File: src/rtl/hash_index_gen.sv
// Buffers CRC32 checksums as {fp, idx1, idx0} bucket entries in a small FIFO.
// The source has no backpressure, so pushes into a full FIFO are dropped and counted.
module hash_index_gen #(
    parameter int unsigned ADDR_W = 10,
    parameter int unsigned FP_W   = 8,
    parameter int unsigned DEPTH  = 8,
    parameter int unsigned CNT_W  = 16
) (
    input  logic                     clk,
    input  logic                     reset_n,
    input  logic [31:0]              checksum,
    input  logic                     crcvalid,
    input  logic                     idx_ready,
    output logic                     idx_valid,
    output logic [ADDR_W-1:0]        idx0,
    output logic [ADDR_W-1:0]        idx1,
    output logic [FP_W-1:0]          fp,
    output logic [$clog2(DEPTH):0]   fill_level,
    output logic                     overflow,
    output logic [CNT_W-1:0]         drop_cnt,
    input  logic                     clr_ovf
);

    localparam int unsigned PTR_W   = $clog2(DEPTH);
    localparam int unsigned LVL_W   = PTR_W + 1;
    localparam int unsigned ENTRY_W = 2 * ADDR_W + FP_W;

    logic [ENTRY_W-1:0] mem_q [DEPTH];
    logic [PTR_W-1:0]   wr_ptr_q, wr_ptr_d;
    logic [PTR_W-1:0]   rd_ptr_q, rd_ptr_d;
    logic [LVL_W-1:0]   fill_q, fill_d;
    logic               overflow_q, overflow_d;
    logic [CNT_W-1:0]   drop_cnt_q, drop_cnt_d;

    logic               full, push, pop, drop;
    logic [ADDR_W-1:0]  new_i0, new_i1;
    logic [FP_W-1:0]    new_fp;

    // Buckets must differ and fp==0 marks an empty slot downstream.
    always_comb begin
        new_i0 = checksum[ADDR_W-1:0];
        new_i1 = checksum[2*ADDR_W-1:ADDR_W];
        new_fp = checksum[31:32-FP_W];
        if (new_i1 == new_i0) begin
            new_i1 = new_i0 ^ ADDR_W'(1);
        end
        if (new_fp == '0) begin
            new_fp = FP_W'(1);
        end
    end

    always_comb begin
        full = (fill_q == LVL_W'(DEPTH));
        pop  = (fill_q != '0) && idx_ready;
        push = crcvalid && (!full || pop);
        drop = crcvalid && full && !pop;
    end

    always_comb begin
        wr_ptr_d   = wr_ptr_q;
        rd_ptr_d   = rd_ptr_q;
        fill_d     = fill_q;
        overflow_d = overflow_q;
        drop_cnt_d = drop_cnt_q;

        if (push) begin
            wr_ptr_d = wr_ptr_q + PTR_W'(1);
        end
        if (pop) begin
            rd_ptr_d = rd_ptr_q + PTR_W'(1);
        end
        if (push && !pop) begin
            fill_d = fill_q + LVL_W'(1);
        end else if (pop && !push) begin
            fill_d = fill_q - LVL_W'(1);
        end

        // A drop on the same edge as a clear wins and restarts the count at 1.
        if (drop) begin
            overflow_d = 1'b1;
            if (clr_ovf) begin
                drop_cnt_d = CNT_W'(1);
            end else if (drop_cnt_q != '1) begin
                drop_cnt_d = drop_cnt_q + CNT_W'(1);
            end
        end else if (clr_ovf) begin
            overflow_d = 1'b0;
            drop_cnt_d = '0;
        end
    end

    always_ff @(posedge clk or negedge reset_n) begin
        if (!reset_n) begin
            wr_ptr_q   <= '0;
            rd_ptr_q   <= '0;
            fill_q     <= '0;
            overflow_q <= 1'b0;
            drop_cnt_q <= '0;
        end else begin
            wr_ptr_q   <= wr_ptr_d;
            rd_ptr_q   <= rd_ptr_d;
            fill_q     <= fill_d;
            overflow_q <= overflow_d;
            drop_cnt_q <= drop_cnt_d;
        end
    end

    // Storage is cleared too so the head outputs read 0 out of reset.
    always_ff @(posedge clk or negedge reset_n) begin
        if (!reset_n) begin
            for (int i = 0; i < int'(DEPTH); i++) begin
                mem_q[i] <= '0;
            end
        end else if (push) begin
            mem_q[wr_ptr_q] <= {new_fp, new_i1, new_i0};
        end
    end

    always_comb begin
        idx_valid  = (fill_q != '0);
        idx0       = mem_q[rd_ptr_q][ADDR_W-1:0];
        idx1       = mem_q[rd_ptr_q][2*ADDR_W-1:ADDR_W];
        fp         = mem_q[rd_ptr_q][ENTRY_W-1:2*ADDR_W];
        fill_level = fill_q;
        overflow   = overflow_q;
        drop_cnt   = drop_cnt_q;
    end

endmodule

File: config.mk
export PLATFORM = sky130hd
export DESIGN_NAME = hash_index_gen
export DESIGN_NICKNAME = d
export VERILOG_FILES = /design/src/rtl/hash_index_gen.sv
export SDC_FILE = /design/constraint.sdc
export NUM_CORES = 1
export LEC_CHECK = 0
export ABC_CLOCK_PERIOD_IN_PS = 2900
export CORE_MARGIN = 2
export CORE_UTILIZATION = 59
export CTS_BUF_LIST = sky130_fd_sc_hd__clkbuf_16
export DETAILED_ROUTE_END_ITERATION = 6
export MAX_ROUTING_LAYER = met4
export PLACE_DENSITY = 0.77
export SLEW_MARGIN = 25
export SYNTH_ARGS = -nofsm -noshare
export SYNTH_HDL_FRONTEND = slang
export SYNTH_SLANG_ARGS = --single-unit
File: constraint.sdc
create_clock -name clk -period 2.9 [get_ports clk]
set_input_delay 0.58 -clock clk [delete_from_list [all_inputs] [get_ports clk]]
set_output_delay 0.58 -clock clk [all_outputs]
set_load 0.02 [all_outputs]
==> impl_metrics.env <==
export IMPL_finalNonFillerCells=1162
export IMPL_grt_pass1_wl_um=40200
export IMPL_syn_avg_cell_area_um2=14.7
export IMPL_setup_tns_ns=0
export IMPL_die_h_um=144
export IMPL_clkSinkCount=251
export IMPL_antenna_cells=0
export IMPL_slew_violations=0
export IMPL_start_kind="flop"
export IMPL_vias=6838
export IMPL_firstDrtPassIters=4
export IMPL_fp_dieW_um=144
export IMPL_power_switching_mw=5.18
export IMPL_htree_levels=1
export IMPL_fin_ws_ns=0.0516
export IMPL_leakage_nw=5.94
export IMPL_antenna_found_initial=0
export IMPL_timing_fmax_mhz=351
export IMPL_drt_iter0_markers=392
export IMPL_dpl_worst_slack_ns=0.0268
export IMPL_yosysUniqueCellTypes=44
export IMPL_drc=0
export IMPL_post_drt_wl_per_cell_um=21.6
export IMPL_r2r_cells=11
export IMPL_synthSimpleGateAreaFrac_pct=4.20
export IMPL_core_area_um2=19400
export IMPL_synth_top_family_by_area="multiplexers"
export IMPL_hold_path_class="flop to flop"
export IMPL_antenna_left=0
export IMPL_drv_cap=0
export IMPL_ios=87
export IMPL_num_rows=51
export IMPL_r2r_slack_ns=0.30
export IMPL_reg2reg_to="fill_level[3]$_DFFE_PN0P_"
export IMPL_critical_path_class="flop to output port"
export IMPL_port_buffers=82
export IMPL_numCtsBuffers=26
export IMPL_cp_endpoint="fp[0]"
export IMPL_grt_remaining_overflow=0
export IMPL_synth_xor_area_share_pct=1.96
export IMPL_grt_max_degree=78
export IMPL_fill_cells=1368
export IMPL_clockPowerShare_pct=18.4
export IMPL_grt_pass1_vias=7514
export IMPL_via_per_inst=5.88
export IMPL_clock_latency_ns=0.52
export IMPL_power_frac_comb_pct=43.6
export IMPL_power_density_nw_per_um2=1170
export IMPL_cp_arrival_ns=2.27
export IMPL_crit_start="rd_ptr_q[0]$_DFFE_PN0P_"
export IMPL_muxShareOfSynthArea_pct=33.8
export IMPL_fin_crit_sh_pct=98.2
export IMPL_dp_hpwl_um=16000
export IMPL_area_growth_pct=17.0
export IMPL_root_buffer="clkbuf_16"
export IMPL_rsz0062_at_grt="no"
export IMPL_ys_seq_elements=251
export IMPL_synth_fa_ha_area_share_pct=0.817
export IMPL_period_needed_ns=2.85
export IMPL_clk_pin_slew_ns=0.06
export IMPL_ys_warn_count=0
export IMPL_max_clock_path_buffers=3
export IMPL_ys_flop_type="dfrtp_1"
export IMPL_power_frac_seq_pct=38.1
export IMPL_crit_fanout=7
export IMPL_post_route_util_pct=70.2
export IMPL_synthCells=790
export IMPL_switching_share_pct=32.5
export IMPL_syn_area_um2=11600
export IMPL_ys_async_sr_fraction_pct=100
export IMPL_crit_path_end_kind="output port"
export IMPL_hold_viol=0
export IMPL_worstMarginPinSlew_ns=0.545
export IMPL_ys_seq_area_share_pct=53.9
export IMPL_start_util_pct=60.0
export IMPL_crit_required_ns=2.32
export IMPL_p_total_mw=15.9
export IMPL_drive_gt1_share_pct=43.8
export IMPL_place_inst=1113
export IMPL_routed_wirelength_um=25100
export IMPL_dieArea_um2=20900
export IMPL_gp_routability_congestion=0.859
export IMPL_synth_nets=834
export IMPL_rr_startpoint="fill_level[1]$_DFFE_PN0P_"
export IMPL_grtUsageTotal_pct=26.1
export IMPL_p_int_mw=10.8
export IMPL_status="complete, no violations"
export IMPL_synth_edf_count=0
export IMPL_ir_worst_vdd_v=0.000720
export IMPL_final_setup_viol_count=0
export IMPL_cts_tree="built"
export IMPL_max_slew_margin_pct=63.5
export IMPL_synth_compound_area_share_pct=1.96
export IMPL_final_nets=925
export IMPL_finalClockSkew_ns=0.00644
==> synth_stat cells (all sizes together), types with 2 or more instances <==
master	count	share of area [%]
clkbuf	18	0.58
nand2	30	0.97
o211ai	2	0.13
inv	16	0.52
nand4	6	0.32
ha	6	0.64
mux2i	9	0.77
or3	6	0.33
nand2b	4	0.21
nor4	6	0.32
a31oi	3	0.16
or2	4	0.21
dfrtp	251	54
xnor2	18	1.4
a21oi	8	0.34
or4	2	0.19
mux4	56	11
mux2	229	22
nor3	11	0.52
o21ai	22	0.98
nand3	8	0.39
nor2	10	0.32
xor2	8	0.60
buf	45	2.3
o21a	2	0.13
==> metal layers <==
layer	wire length [um]	GRT usage [%]
met2	13200	44.9
met5	0	-
met1	10500	33.2
met4	304	6.49
met3	1060	3.34
==> power groups by stage <==
| stage | logic, mW | registers (mW) | clock network, mW |
|---|---|---|---|
| global placement | 7.06 | 5.98 | 0 |
| CTS | 7.26 | 6.05 | 2.99 |
| floorplan | 5.06 | 5.79 | 0 |
| detailed placement | 7.30 | 6.17 | 0 |
| global route | 7.47 | 6.26 | 3.14 |
| finish | 6.94 | 6.07 | 2.93 |
==> worst max-delay path, cell delays in order, from the launching register on <==
cell	delay, ns
dfrtp_4	0.44
buf_6	0.17
mux4_2	0.51
mux2_2	0.32
clkdlybuf4s15_1	0.30
==> logic make-up (layout without fill, tap and decap cells) <==
group	count (synthesis)	after routing
mux	294	294
fa+ha+maj	7	7
compound gates	40	40
flops	251	251
xor+xnor	26	26
buf+inv	79	186
simple gates	93	93
==> final cells by class <==
type	instances	area, um2	share of cell area (%)
tap	265	332	2.43
clock inverter	17	66.3	0.487
inverter	16	60.1	0.441
sequential	251	6290	46.1
timing repair buffer	126	1230	9.06
clock buffer	27	676	4.96
multi-input combinational	460	4970	36.5
==> metrics by stage <==
| stage | area, um2 | hold WS (ns) |
|---|---|---|
| floorplan | 11600 | 0.284 |
| global route | 13600 | 0.510 |
| CTS | 13700 | 0.485 |
| detailed placement | 13000 | 0.472 |
| finish | 13600 | 0.487 |
| global placement | 13000 | 0.457 |
==> sequential cells by signal, summed over array words and instances, names as in the netlist <==
signal,flops
mem_q,224
drop_cnt,16
wr_ptr_q,3
overflow,1
rd_ptr_q,3
fill_level,4
==> timing repair <==
item	4_1_cts	5_1_grt
hold buffers	1	0
buffers inserted	4	0
endpoints found under the hold margin	18	0
endpoints found under the setup margin	28	22
resized for setup	85	26
==> cell usage in the layout, fill, tap and decap left out, drive strengths merged, types with 6 or more instances in the layout <==
cell           instances
xnor2                 18
nand4                  6
clkbuf                30
a21oi                  8
ha                     6
nor4                   6
mux2i                  9
clkinv                 6
o21ai                 22
xor2                   8
dfrtp                251
mux2                 229
or3                    6
buf                   68
clkdlybuf4s50         53
nand3                  8
nor3                  11
nor2                  10
mux4                  56
inv                   27
nand2                 30
==> worst min path at each step <==
stage / start / end / slack (ns) / cells past startpoint
after global placement: mem_q[20]$_DFFE_PN0P_ / mem_q[20]$_DFFE_PN0P_ / 0.46 / 2
after CTS: mem_q[188]$_DFFE_PN0P_ / mem_q[188]$_DFFE_PN0P_ / 0.48 / 2
after detailed placement: mem_q[188]$_DFFE_PN0P_ / mem_q[188]$_DFFE_PN0P_ / 0.47 / 2
after global routing: mem_q[188]$_DFFE_PN0P_ / mem_q[188]$_DFFE_PN0P_ / 0.51 / 2
after floorplan: reset_n / drop_cnt[0]$_DFFE_PN0P_ / 0.28 / 0
final: mem_q[28]$_DFFE_PN0P_ / mem_q[28]$_DFFE_PN0P_ / 0.49 / 2
No activity file was read; power rests on OpenSTA's default activity.
==> RTL change 1: new RTL, same settings <==
Put a register stage on the output `drop_cnt`, with the module's reset. The value now appears one clock later. The other outputs are not delayed to match.
--- a/src/rtl/hash_index_gen.sv
+++ b/src/rtl/hash_index_gen.sv
@@ -26,2 +26,4 @@
     localparam int unsigned ENTRY_W = 2 * ADDR_W + FP_W;
+
+    logic [CNT_W-1:0] drop_cnt_c;
 
@@ -125,3 +127,11 @@
         overflow   = overflow_q;
-        drop_cnt   = drop_cnt_q;
+        drop_cnt_c = drop_cnt_q;
+    end
+
+    always_ff @(posedge clk or negedge reset_n) begin
+        if (!reset_n) begin
+            drop_cnt <= '0;
+        end else begin
+            drop_cnt <= drop_cnt_c;
+        end
     end
Function: no difference found for any inputs over 4 cycles, from zero or initial values and one cycle with reset_n low; that may be too few to reach the edited logic, so the function may still have changed.
==> RTL change 1 against the unedited design <==
Area after synthesis up 3.0%; non-clock buffer count is 5 higher; wire length is 4.6% higher; worst setup slack better by 0.0018 ns; final area increased by 5.2%; sequential cell count is 16 higher; total power up 7.8%; sequential share of layout area is 0.50 points higher; critical endpoint is now idx1[5]; largest power group unchanged; highest routed layer unchanged.
==> RTL change 1: results (changes against the unedited design) <==
| Metric | Value |
|---|---|
| Hpwl dp | 16100 um (+0.50%) |
| Clk buf depth | 3 (unchanged) |
| Slew @ Worst Pin | 0.793 ns (+0.248 ns) |
| Share of cells above drive strength 1 | 43.9% (+0.11 points) |
| Vias in the first global route | 7896 (+5.1%) |
| Vias | 7192 (+5.2%) |
| Static Leak | 6.29 nW (+6.0%) |
| CP Max Fanout | 5 (-2) |
| Run status | complete, no violations |
| Final GP Congestion | 0.898 (+4.6%) |
| Largest register FFs | 224 (unchanged) |
| Pin count of the biggest net entering global routing | 102 (+31%) |
| Initial antenna violation count | 0 (unchanged) |
| CTS Buf Count | 28 (+7.7%) |
| Area contributors post-synth | dfrtp_1, mux2_2, mux4_2 |
| # nets final | 951 (+2.8%) |
| GRT Util Overall | 26.3% (+0.19 points) |
| Worst vdd ir | 0.000645 V (-10%) |
| WL/cell | 21.9 um (+1.4%) |
| Post-synth top cells | dfrtp_1, mux2_2, mux4_2 |
| Initial drt markers | 423 (+7.9%) |
| Pre-CTS setup slack | 0.0334 ns (+0.00658 ns) |
| Post-synthesis sequential area ratio | 55.7% (+1.8 points) |
| Syn Nets | 853 (+2.3%) |
| Final Skew | 0.0102 ns (+0.00373 ns) |
| First-pass GRT wire length | 42900 um (+6.8%) |
| Worst hold-check path type | input pin to async pin |
RTL change 1: area by class of cell:
| class | count | area [um2] |
|---|---|---|
| inverter | 16 | 60.1 |
| sequential | 267 | 6690 |
| fill | 1233 | 5770 |
| clock buffer | 29 | 726 |
| clock inverter | 23 | 169 |
| multi-input combinational | 463 | 5020 |
| timing repair buffer | 131 | 1340 |
| tap | 270 | 338 |
RTL change 1: final timing paths:
| kind | start | to | slack [ns] | depth (start not counted) |
|---|---|---|---|---|
| max | rd_ptr_q[0]$_DFFE_PN0P_ | idx1[5] | 0.05 | 5 |
| min | reset_n | mem_q[72]$_DFFE_PN0P_ | 0.09 | 1 |
| max reg2reg | fill_level[1]$_DFFE_PN0P_ | fill_level[3]$_DFFE_PN0P_ | 0.30 | 11 |
| min reg2reg | drop_cnt_c[1]$_DFFE_PN0P_ | drop_cnt[1]$_DFF_PN0_ | 0.45 | 0 |
| max in group asynchronous | reset_n | mem_q[93]$_DFFE_PN0P_ | 1.94 | 2 |
| min in group clk | drop_cnt_c[1]$_DFFE_PN0P_ | drop_cnt[1]$_DFF_PN0_ | 0.45 | 0 |
RTL change 1: repair_timing:
action / in CTS / in global routing
resized for setup: 118 / 28
setup endpoints to repair: 28 / 15
cloned: 1 / 1
buffers inserted: 10 / 0
RTL change 1: through the flow:
step	std cells	util, %	area [um2]
2_1_floorplan	809	-	12000
3_3_place_gp	1136	66.1	13300
3_5_place_dp	1136	66.1	13300
4_1_cts	1199	70.9	14300
5_1_grt	1199	71.3	14300
6_report	1199	71.3	14300
RTL change 1: report_power, final:
| group | internal (mW) | total, mW | switching (mW) |
|---|---|---|---|
| clock network | 1.99 | 3.45 | 1.46 |
| logic | 4.32 | 7.38 | 3.06 |
| registers | 5.39 | 6.34 | 0.957 |
| total | 11.7 | 17.2 | 5.48 |
RTL change 1: metal layers:
layer / track usage (%) / vias up / part of all wire [%]
met3: 3.28 / 45 / 4.0
li1: - / 3139 / -
met4: 6.17 / 0 / 1.9
met1: 35.0 / 3835 / 43
met5: - / - / 0
met2: 43.9 / 173 / 51
RTL change 1: logic make-up (layout without fill, tap and decap cells):
logic type	Yosys count	count (layout)	share of synthesized area [%]
multiplexers	298	298	33.1
AND/OR/NAND/NOR	97	97	4.20
AO/OA/AOI/OAI	39	39	1.81
XOR/XNOR	22	22	1.61
flip-flops	267	267	55.7
adder cells (fa/ha/maj)	7	7	0.793
buffers and inverters	79	199	2.78
==> RTL change 2: new RTL, same flow settings <==
Without the edit above. `DEPTH`: 8 -> 16.
--- a/src/rtl/hash_index_gen.sv
+++ b/src/rtl/hash_index_gen.sv
@@ -5,3 +5,3 @@
     parameter int unsigned FP_W   = 8,
-    parameter int unsigned DEPTH  = 8,
+    parameter int unsigned DEPTH  = 16,
     parameter int unsigned CNT_W  = 16
Interface: changed (resized fill_level); port bits go from 87 to 88. No check against the original RTL was run, so the function may have changed too.
==> RTL change 2 against the unedited design <==
The run now ends with negative setup slack left; final cell count increased by 75%; area after synthesis increased by 88%; sequential cell count increased by 227; total power increased by 90%; final area increased by 89%; clock skew increased by 0.0064 ns; count of clock-buffer cells in the layout increased by 26; synthesized cell count increased by 76%; hold slack got worse by 0.011 ns; wire length increased by 100%; worst setup slack got worse by 0.38 ns.
==> RTL change 2: results (changes against the unedited design) <==
| Metric | Value |
|---|---|
| Worst vdd ir | 0.000981 V (+36%) |
| Num Clock Sinks | 478 (+90%) |
| Pint | 20.9 mW (+95%) |
| Failing checks | negative setup slack |
| Syn Nets | 1439 (+73%) |
| Inverters | 11 (-5) |
| # nets final | 1577 (+70%) |
| Run status | complete, but fails checks |
| Post-synthesis mux area share | 35.8% (+2.0 points) |
| First-pass GRT wire length | 80300 um (+100%) |
| Reg-to-reg endpoint | fill_level[4]$_DFFE_PN0P_ |
| Average size of a mapped cell | 15.7 um2 (+6.7%) |
| Final setup violation count | 28 (+28) |
| Reg-to-Reg Start | fill_level[0]$_DFFE_PN0P_ |
| Post-Synth Adder-Cell Area | 0.722% (-0.095 points) |
| Comb_multi_in | 787 (+71%) |
| Area contributors post-synth | dfrtp_1, mux2_2, mux4_2 |
| Setup TNS | -7.21 ns (-7.21 ns) |
| Vias/cell | 6.19 (+5.2%) |
| Initial drt markers | 678 (+73%) |
| Data buffer area share | 8.74% (-0.32 points) |
| CP max stage delay | 0.53 ns (+0.02 ns) |
| R2r setup slk | 0.17 ns (-0.13 ns) |
| Final WS setup | -0.330 ns (-0.381 ns) |
| Antenna cells | 1 (+1) |
[RTL change 2: worst min-delay path by stage]
stage                     slack, ns  cells past startpoint                       to                   start
after floorplan                0.28                      0  drop_cnt[0]$_DFFE_PN0P_                 reset_n
after global routing           0.49                      2   mem_q[364]$_DFFE_PN0P_  mem_q[364]$_DFFE_PN0P_
after detailed placement       0.46                      2   mem_q[374]$_DFFE_PN0P_  mem_q[374]$_DFFE_PN0P_
after global placement         0.46                      2   mem_q[374]$_DFFE_PN0P_  mem_q[374]$_DFFE_PN0P_
after CTS                      0.48                      2   mem_q[441]$_DFFE_PN0P_                 reset_n
final                          0.48                      2   mem_q[413]$_DFFE_PN0P_                 reset_n
[RTL change 2: per-layer routing]
| layer | GRT usage [%] | wire [um] | vias to the layer above |
|---|---|---|---|
| met3 | 5.03 | 2530 | 82 |
| li1 | - | - | 5437 |
| met4 | 7.27 | 982 | 0 |
| met2 | 45.1 | 24800 | 317 |
| met5 | - | 0 | - |
| met1 | 38.6 | 21900 | 6784 |
